[src/rtl/ps2_event_pkg.sv]
// Shared types and scan-code constants for the PS/2 event controller.
// Imported by the event FIFO and the top-level controller.
package ps2_event_pkg;

  typedef enum logic [1:0] {
    S_IDLE,
    S_POP,
    S_SETTLE
  } fetch_state_t;

  localparam logic [7:0] SC_EXT   = 8'hE0;
  localparam logic [7:0] SC_BRK   = 8'hF0;
  localparam logic [7:0] SC_PAUSE = 8'hE1;
  localparam logic [2:0] PAUSE_SKIP = 3'd7;

  typedef struct packed {
    logic       ext;
    logic       brk;
    logic [7:0] code;
  } kb_event_t;

endpackage

[src/rtl/ps2_event_fifo.sv]
// Shift-register event FIFO; entry 0 is the head, so head outputs are flops.
// A push into a full FIFO is accepted when a pop happens on the same edge.
module ps2_event_fifo
  import ps2_event_pkg::*;
#(
  parameter int DEPTH = 8
) (
  input  logic      clk,
  input  logic      reset,
  input  logic      push,
  input  logic      pop,
  input  kb_event_t din,
  output kb_event_t head,
  output logic      full,
  output logic      empty
);

  localparam int AW = $clog2(DEPTH);
  localparam int CW = AW + 1;
  localparam logic [CW-1:0] FULL_CNT = CW'(DEPTH);

  kb_event_t       mem [DEPTH];
  logic [CW-1:0]   cnt;
  logic            do_pop;
  logic            do_push;
  logic [CW-1:0]   wr_pos;

  assign do_pop  = pop && (cnt != '0);
  assign do_push = push && ((cnt != FULL_CNT) || do_pop);
  assign wr_pos  = do_pop ? cnt - CW'(1) : cnt;

  assign head  = mem[0];
  assign full  = (cnt == FULL_CNT);
  assign empty = (cnt == '0);

  always_ff @(posedge clk) begin
    if (reset) begin
      cnt <= '0;
      for (int i = 0; i < DEPTH; i++)
        mem[i] <= '0;
    end else begin
      if (do_pop) begin
        for (int i = 0; i < DEPTH - 1; i++)
          mem[i] <= mem[i+1];
        mem[DEPTH-1] <= '0;
      end
      // Write lands after the shift so it wins on a shared slot.
      if (do_push)
        mem[wr_pos[AW-1:0]] <= din;
      if (do_push && !do_pop)
        cnt <= cnt + CW'(1);
      else if (do_pop && !do_push)
        cnt <= cnt - CW'(1);
    end
  end

endmodule

[src/rtl/ps2_event_ctrl.sv]
// PS/2 byte fetch, prefix decode, held-key tracking and event queueing.
// One receiver byte is consumed every three cycles at most.
module ps2_event_ctrl
  import ps2_event_pkg::*;
#(
  parameter int FIFO_DEPTH      = 8,
  parameter int SUPPRESS_REPEAT = 1
) (
  input  logic       mainclk,
  input  logic       reset,
  input  logic [7:0] kb_data,
  input  logic       kb_ready,
  input  logic       kb_overflow,
  output logic       kb_nextdata_n,
  output logic       ev_valid,
  input  logic       ev_ack,
  output logic [7:0] ev_code,
  output logic       ev_ext,
  output logic       ev_break,
  output logic [8:0] held_cnt,
  output logic [7:0] drop_cnt,
  output logic       kb_ovf_seen
);

  fetch_state_t state;
  logic [7:0]   byte_q;
  logic         ext_pend;
  logic         brk_pend;
  logic [2:0]   skip_cnt;
  logic [255:0] held;

  logic         key_byte;
  logic [7:0]   idx;
  logic         is_held;
  logic         push;
  logic         set_key;
  logic         clr_key;
  kb_event_t    push_ev;
  kb_event_t    head;
  logic         full;
  logic         empty;
  logic         pop;
  logic         drop;

  assign key_byte = (state == S_POP) && (skip_cnt == '0) && !byte_q[7];
  assign idx      = {ext_pend, byte_q[6:0]};
  assign is_held  = held[idx];

  always_comb begin
    push    = 1'b0;
    set_key = 1'b0;
    clr_key = 1'b0;
    push_ev = '{ext: ext_pend, brk: brk_pend, code: byte_q};
    if (key_byte) begin
      if (!brk_pend) begin
        if (!is_held) begin
          set_key = 1'b1;
          push    = 1'b1;
        end else begin
          push = (SUPPRESS_REPEAT == 0);
        end
      end else if (is_held) begin
        clr_key = 1'b1;
        push    = 1'b1;
      end
    end
  end

  assign pop  = ev_ack && !empty;
  assign drop = push && full && !pop;

  ps2_event_fifo #(
    .DEPTH(FIFO_DEPTH)
  ) u_fifo (
    .clk  (mainclk),
    .reset(reset),
    .push (push),
    .pop  (pop),
    .din  (push_ev),
    .head (head),
    .full (full),
    .empty(empty)
  );

  assign ev_valid = !empty;
  assign ev_code  = head.code;
  assign ev_ext   = head.ext;
  assign ev_break = head.brk;

  always_ff @(posedge mainclk) begin
    if (reset) begin
      state         <= S_IDLE;
      byte_q        <= '0;
      kb_nextdata_n <= 1'b1;
      ext_pend      <= 1'b0;
      brk_pend      <= 1'b0;
      skip_cnt      <= '0;
    end else begin
      unique case (state)
        S_IDLE: begin
          if (kb_ready) begin
            byte_q        <= kb_data;
            kb_nextdata_n <= 1'b0;
            state         <= S_POP;
          end
        end
        S_POP: begin
          kb_nextdata_n <= 1'b1;
          state         <= S_SETTLE;
          if (skip_cnt != '0) begin
            skip_cnt <= skip_cnt - 3'd1;
          end else if (byte_q == SC_PAUSE) begin
            skip_cnt <= PAUSE_SKIP;
            ext_pend <= 1'b0;
            brk_pend <= 1'b0;
          end else if (byte_q == SC_EXT) begin
            ext_pend <= 1'b1;
          end else if (byte_q == SC_BRK) begin
            brk_pend <= 1'b1;
          end else begin
            ext_pend <= 1'b0;
            brk_pend <= 1'b0;
          end
        end
        S_SETTLE: state <= S_IDLE;
        default:  state <= S_IDLE;
      endcase
    end
  end

  always_ff @(posedge mainclk) begin
    if (reset) begin
      held        <= '0;
      held_cnt    <= '0;
      drop_cnt    <= '0;
      kb_ovf_seen <= 1'b0;
    end else begin
      if (set_key) begin
        held[idx] <= 1'b1;
        held_cnt  <= held_cnt + 9'd1;
      end else if (clr_key) begin
        held[idx] <= 1'b0;
        held_cnt  <= held_cnt - 9'd1;
      end
      if (drop && drop_cnt != 8'hFF)
        drop_cnt <= drop_cnt + 8'd1;
      if (kb_overflow)
        kb_ovf_seen <= 1'b1;
    end
  end

endmodule

[config.mk]
export PLATFORM = sky130hd
export DESIGN_NAME = ps2_event_ctrl
export DESIGN_NICKNAME = d
export VERILOG_FILES = /design/src/rtl/ps2_event_pkg.sv /design/src/rtl/ps2_event_fifo.sv /design/src/rtl/ps2_event_ctrl.sv
export SDC_FILE = /design/constraint.sdc
export NUM_CORES = 1
export LEC_CHECK = 0
export BUFFER_PORTS_ARGS = -buffer_cell sky130_fd_sc_hd__clkbuf_2
export CORE_ASPECT_RATIO = 0.75
export CORE_MARGIN = 5
export CORE_UTILIZATION = 25
export DETAILED_ROUTE_END_ITERATION = 16
export GPL_TIMING_DRIVEN = 0
export PLACE_DENSITY = 0.45
export SETUP_SLACK_MARGIN = 0.05
export SLEW_MARGIN = 10
export SYNTH_ARGS = -nofsm -noshare
export SYNTH_HDL_FRONTEND = slang
export SYNTH_SLANG_ARGS = --single-unit
[constraint.sdc]
create_clock -name mainclk -period 5 [get_ports mainclk]
set_clock_uncertainty 0.15 [all_clocks]
set_input_delay 1.5 -clock mainclk [delete_from_list [all_inputs] [get_ports mainclk]]
set_output_delay 1.5 -clock mainclk [all_outputs]
set_load 0.01 [all_outputs]
==> out/results.ini, run 1 <==
[cts]
hold_buffers=0
clkTransAtPathRegs_ps=60
cts_tree=yes
clock_sinks=374
clock-root-buffer=clkbuf_16
htree_levels=2
cts-buffers-inserted=43
clock_latency_ps=580
cts_buffer_depth=3

[logic_synthesis]
synthTopCellsByArea=dfxtp_1 33%, edfxtp_1 14%, mux4_2 8.3%
yosysMostFrequentCell=dfxtp_1
syn-num-nets=1988
synthCells=1956
ys_ff_latch=374
ys_seq_area_share_pct=47.1
ys_async_sr_fraction_pct=0
synth.distinct_cells=57
synth_top_area_share_pct=33.5
synth_warnings=0
synth_top_cell_by_area=dfxtp_1
synth-edff-count=80
syn_area_sq_mm=0.0176
synth_commonest_cells=294 x dfxtp_1, 279 x a21oi_1, 274 x nand3_1, 262 x o21ai_0, 162 x nand2_1
avgSynthCellArea_sq_um=9.00
synthFlopType=dfxtp_1

[setup_path]
worstSetupPathType=flip-flop to flip-flop
critical_path_arrival_ps=5250
cp.required_ps=5350
crit_slowest_cell=mux4_2
cp-end-kind=flip-flop
cpPeakStageDelay_ps=620
worstReg2RegStart=byte_q[0]
r2r_slack_ps=100
crit_chain=buf_12 -> buf_16 -> buf_16 -> mux4_2 -> a221oi_4 -> o221ai_1 -> mux4_2 -> inv_2 -> ha_4 -> o21ai_2 -> buf_4 -> clkbuf_2 -> nor3_4 -> buf_4 -> nand3_1 -> a21oi_1
cp-start-kind=flip-flop
cp_max_fo=10
rr_worst_depth=16

[sta]
report.final.slew_viol_count=0
fin_crit_sh_pct=98.0
layout_setup_ws_ps=97.6
hold_ws_ps=324
hold_viol=0
max_freq_ghz=0.204
setup-violations-final=0
min_period_ps=4900
max_slew.worst_pin.slew_ps=1140
slew_headroom_pct=23.1
rsz0062_at_grt=true

[floorplanning]
start_util_pct=25.2
die_area_sq_mm=0.0758
core_area_sq_mm=0.0699
io-pin-count=43
die_w_um=316
die_y_um=240
num_rows=84

[placed_design]
hpwl_um=50300
place_ws_ps=-1920
port-buffer-count=41
globalplace.congestion=0.926

[run_status]
status=finished, final reports clean

[pwr]
p_leak_uw=0.00702
powerDensity_mw_per_mm2=360
ir_worst_vdd_uv=226

[job]
maxCapViolations=0

[min_path]
hp-class=flip-flop to flip-flop
hp-start=kb_ovf_seen
min_path_cells=2
whs_endpoint=kb_ovf_seen

[layout]
insertedDiodeCount=0
fin_util_pct=30.4
num-nets-final=2094
layout-drive-gt1-share_pct=16.2
areaGrowthSynthToFinish_pct=20.7

[global_route]
track_usage_pct=19.1
overflow=0
grt_pass1_wl_um=108000
grt_pass1_vias=15600
antenna_found_initial=4
grt_max_degree=17

[route]
drt_wl_total_um=74400
wire_per_inst_um=24.5
drtIter0Drc=1997
drc=0
via_count=16600
final_antenna_net_count=0
drtPass1Iterations=6
via_per_inst=5.44

## cell type report
class,count,area [sq um]
inverter,18,72.6
sequential,374,8290
clock buffer,67,1340
timing repair buffer,67,483
fill,7319,48700
tap,946,1180
clock inverter,12,63.8
multi-input combinational,1371,8770
buffer,187,1030
## power breakdown
part / internal [uW] / switching [uW]
sequential: 3370 / 83.1
clock: 1840 / 1340
combinational: 301 / 727
total: 5510 / 2150
## cells by family (layout without fill, tap and decap cells)
| kind of cell | Yosys count | after routing | synth area share (%) |
|---|---|---|---|
| XOR/XNOR | 15 | 15 | 0.747 |
| flip-flops | 374 | 374 | 47.1 |
| AO/OA/AOI/OAI | 636 | 636 | 19.1 |
| buffers and inverters | 211 | 351 | 5.11 |
| AND/OR/NAND/NOR | 604 | 604 | 16.4 |
| multiplexers | 96 | 96 | 10.1 |
| other | 1 | 1 | 0.0213 |
| adder cells (fa/ha/maj) | 19 | 19 | 1.39 |
## worst max path at each step
stage | start | end | slack [ps] | cells after the start
2_1_floorplan | byte_q[1] | held_cnt[8] | 390 | 22
3_3_place_gp | byte_q[1] | u_fifo.mem[0][0] | -1910 | 14
3_5_place_dp | byte_q[1] | u_fifo.mem[0][0] | -1920 | 14
4_1_cts | byte_q[0] | flip-flop | 30 | 15
5_1_grt | byte_q[0] | flip-flop | -10 | 17
6_report | byte_q[0] | flip-flop | 100 | 16
## layout by cell type (no fill, tap or decap), types with 11 or more instances in the layout
cell / synthesis / final
a21oi_1: 279 / 277
a22oi_1: 18 / 16
and2_1: 12 / 11
buf_2: 31 / 22
buf_4: 1 / 27
clkbuf_1: 150 / 120
clkbuf_16: 0 / 45
clkbuf_2: 0 / 55
clkbuf_4: 0 / 16
clkbuf_8: 0 / 16
clkinv_2: 0 / 11
dfxtp_1: 294 / 293
edfxtp_1: 80 / 80
ha_1: 18 / 16
inv_1: 15 / 15
mux2i_1: 31 / 31
mux4_2: 65 / 65
nand2_1: 162 / 155
nand2b_1: 19 / 13
nand3_1: 274 / 271
nor2_1: 72 / 69
nor3_1: 12 / 11
o21ai_0: 262 / 261
o21ai_1: 39 / 38
## routing by layer
metal	part of all wire, %	global-route usage, %	up-vias
met5	0.017	0	-
met4	2.8	5.69	2
met3	11	4.14	145
met2	41	27.2	806
met1	46	28.7	8267
li1	-	-	7331
## critical path, delay by kind of cell, from the launching register on
kind	cells	cell delay (ps)
mux	2	1200
fa+ha+maj	1	190
buf+inv	7	1540
compound gates	4	830
simple gates	2	490
flops	1	340
## what timing repair did
| action | in CTS | in global routing |
|---|---|---|
| buffers inserted | 16 | 8 |
| cloned | 1 | 0 |
| pin swaps | 18 | 9 |
| endpoints found under the setup margin | 436 | 260 |
| gates resized for setup | 121 | 43 |
## through the flow
step	area, sq um	power [uW]	instances	TNS, ps
after floorplan	17600	4070	1956	0
after global placement	19000	4400	2943	-532910
after detailed placement	19000	4420	2944	-545310
after CTS	21000	7660	3037	0
after global routing	21200	7920	3042	-22.0
final	21200	7650	3042	0
(Power assumes the default switching activity.)
==> inputs of run 2 (changes only) <==
--- a/config.mk
+++ b/config.mk
@@ -12,6 +12,7 @@
 export DETAILED_ROUTE_END_ITERATION = 16
 export GPL_TIMING_DRIVEN = 0
 export PLACE_DENSITY = 0.45
+export REMOVE_ABC_BUFFERS = 1
 export SETUP_SLACK_MARGIN = 0.05
 export SLEW_MARGIN = 10
 export SYNTH_ARGS = -nofsm -noshare
==> out/results.ini, run 2 (synthesized netlist as in run 1, its figures left out) <==
[run_status]
status=finished, final reports clean

[setup_path]
crit_family=multiplexers
cp_max_fo=13  ; +3
crit_slowest_cell=nor4_4
cp-start-kind=flip-flop
rr_worst_depth=15  ; -1
r2r_slack_ps=140  ; +50 ps
worstReg2RegStart=byte_q[0]
path_buf_inv=5  ; -2
crit_chain=buf_16 -> clkbuf_16 -> mux4_2 -> a22o_1 -> a221oi_4 -> o221ai_2 -> mux4_2 -> inv_2 -> ha_4 -> o21ai_4 -> buf_16 -> nor4_4 -> buf_6 -> nand3_1 -> a21oi_1
cpPeakStageDelay_ps=780  ; +160 ps
cp-end-kind=flip-flop
cp.required_ps=5330  ; -20 ps
cp.depth=15  ; -1
critical_path_arrival_ps=5180  ; -70 ps
worstSetupPathType=flip-flop to flip-flop

[min_path]
hp-start=kb_ovf_seen
min_path_cells=2  ; unchanged
whs_endpoint=kb_ovf_seen
hp-class=flip-flop to flip-flop

[cts]
hold_buffers=0  ; unchanged
cts_tree=yes
clkTransAtPathRegs_ps=60  ; about the same
clock_sinks=374  ; unchanged
clock-root-buffer=clkbuf_16
cts-buffers-inserted=40  ; -7.0%
htree_levels=2  ; unchanged
clock_latency_ps=560  ; -20 ps
cts_buffer_depth=3  ; unchanged

[route]
met3_length_um=4650  ; -41%
drtIter0Drc=1818  ; -9.0%
final_antenna_net_count=0  ; unchanged
wire_per_inst_um=21.2  ; -14%
via_count=15400  ; -7.2%
drt_wl_total_um=61300  ; -18%
drc=0  ; unchanged
via_per_inst=5.30  ; -2.6%
met2_length_um=26300  ; -14%
met1Wirelength_um=28800  ; -15%
top_layer=met4
drtPass1Iterations=5  ; -1

[global_route]
grt_pass1_vias=14200  ; -8.8%
overflow=0  ; unchanged
antenna_found_initial=2  ; -2
grt_pass1_wl_um=90500  ; -16%
grt_max_degree=122  ; +105
track_usage_pct=15.3  ; -3.8 points

[layout]
areaGrowthSynthToFinish_pct=21.0
most-common-layout-cells=288 x dfxtp_1, 276 x a21oi_1, 267 x nand3_1
layout_commonest_cell=dfxtp_1
num-nets-final=1954  ; -6.7%
fin_area_sq_mm=0.0213  ; +0.24%
layout-drive-gt1-share_pct=18.6  ; +2.4 points

[placed_design]
place_ws_ps=-1430  ; +493 ps
port-buffer-count=42  ; +2.4%
globalplace.congestion=0.776  ; -16%
hpwl_um=36300  ; -28%
place_area_sq_mm=0.0189  ; -0.38%

[floorplanning]
start_util_pct=25.2  ; unchanged
die_w_um=316  ; unchanged
io-pin-count=43  ; unchanged
core_area_sq_mm=0.0699  ; unchanged
die_y_um=240  ; unchanged
die_area_sq_mm=0.0758  ; unchanged
num_rows=84  ; unchanged

[sta]
report.final.slew_viol_count=0  ; unchanged
hold_viol=0  ; unchanged
fin_crit_sh_pct=97.1  ; -0.93 points
min_period_ps=4860  ; -46.3 ps
slew_headroom_pct=13.5  ; -9.6 points
max_slew.worst_pin.slew_ps=1290  ; +148 ps
hold_ws_ps=317  ; -6.47 ps
layout_setup_ws_ps=144  ; +46.3 ps
fin_tns_setup_ps=0  ; unchanged
setup-violations-final=0  ; unchanged
max_freq_ghz=0.206  ; +0.95%

[job]
maxCapViolations=0  ; unchanged

[pwr]
powerDensity_mw_per_mm2=349  ; -3.2%
p_leak_uw=0.00695  ; -1.1%
power_uw=7430  ; -3.0%
ir_worst_vdd_uv=222  ; -1.8%

[run 2: worst max path at each step]
stage / start / end / slack [ps]
after detailed placement: byte_q[2] / held_cnt[8] / -1430
after global placement: byte_q[0] / held_cnt[8] / -12580
after CTS: byte_q[0] / flip-flop / 20
after floorplan: byte_q[0] / held_cnt[8] / -6440
final: byte_q[0] / flip-flop / 140
after global routing: byte_q[0] / held_cnt[8] / -6
[run 2: routing by layer]
metal  global-route usage (%)  vias to the layer above
li1                         -                     7051
met1                     22.5                     7599
met2                     22.5                      598
met3                     3.13                      107
met4                     4.68                        0
met5                        0                        -
[run 2: cell type report]
type / count / area (sq um)
Fill cell: 7188 / 48600
Multi-Input combinational cell: 1371 / 9130
Sequential cell: 374 / 8300
Timing Repair Buffer: 115 / 1260
Clock buffer: 63 / 1190
Tap cell: 946 / 1180
Clock inverter: 8 / 97.6
Inverter: 18 / 93.8
Timing Repair inverter: 2 / 20.0
Antenna cell: 1 / 2.50
[run 2: through the flow]
step           utilization, %  cells
5_1_grt                  30.4   2897
6_report                 30.5   2898
3_3_place_gp             26.0   2751
2_1_floorplan               -   1763
3_5_place_dp             27.1   2787
4_1_cts                  29.5   2870
[run 2: where the power goes]
| part | leakage, uW | internal [uW] | switching, uW |
|---|---|---|---|
| clock network | 0.000627 | 1690 | 1280 |
| registers | 0.00323 | 3360 | 103 |
| logic | 0.00310 | 330 | 658 |
| total | 0.00695 | 5390 | 2040 |
[run 2: worst reg2reg max path, stage by stage, from the launching register on]
cell	delay (ps)
dfxtp_4	460
buf_16	160
clkbuf_16	180
mux4_2	550
a22o_1	240
a221oi_4	310
o221ai_2	140
mux4_2	550
inv_2	100
ha_4	200
o21ai_4	150
buf_16	260
nor4_4	790
buf_6	290
nand3_1	110
a21oi_1	160
[run 2: what timing repair did]
| item | 4_1_cts | 5_1_grt |
|---|---|---|
| pin swaps | 4 | 12 |
| gates resized for setup | 62 | 65 |
| endpoints found under the setup margin | 426 | 339 |
| buffers inserted | 9 | 25 |
| gates cloned | 3 | 2 |
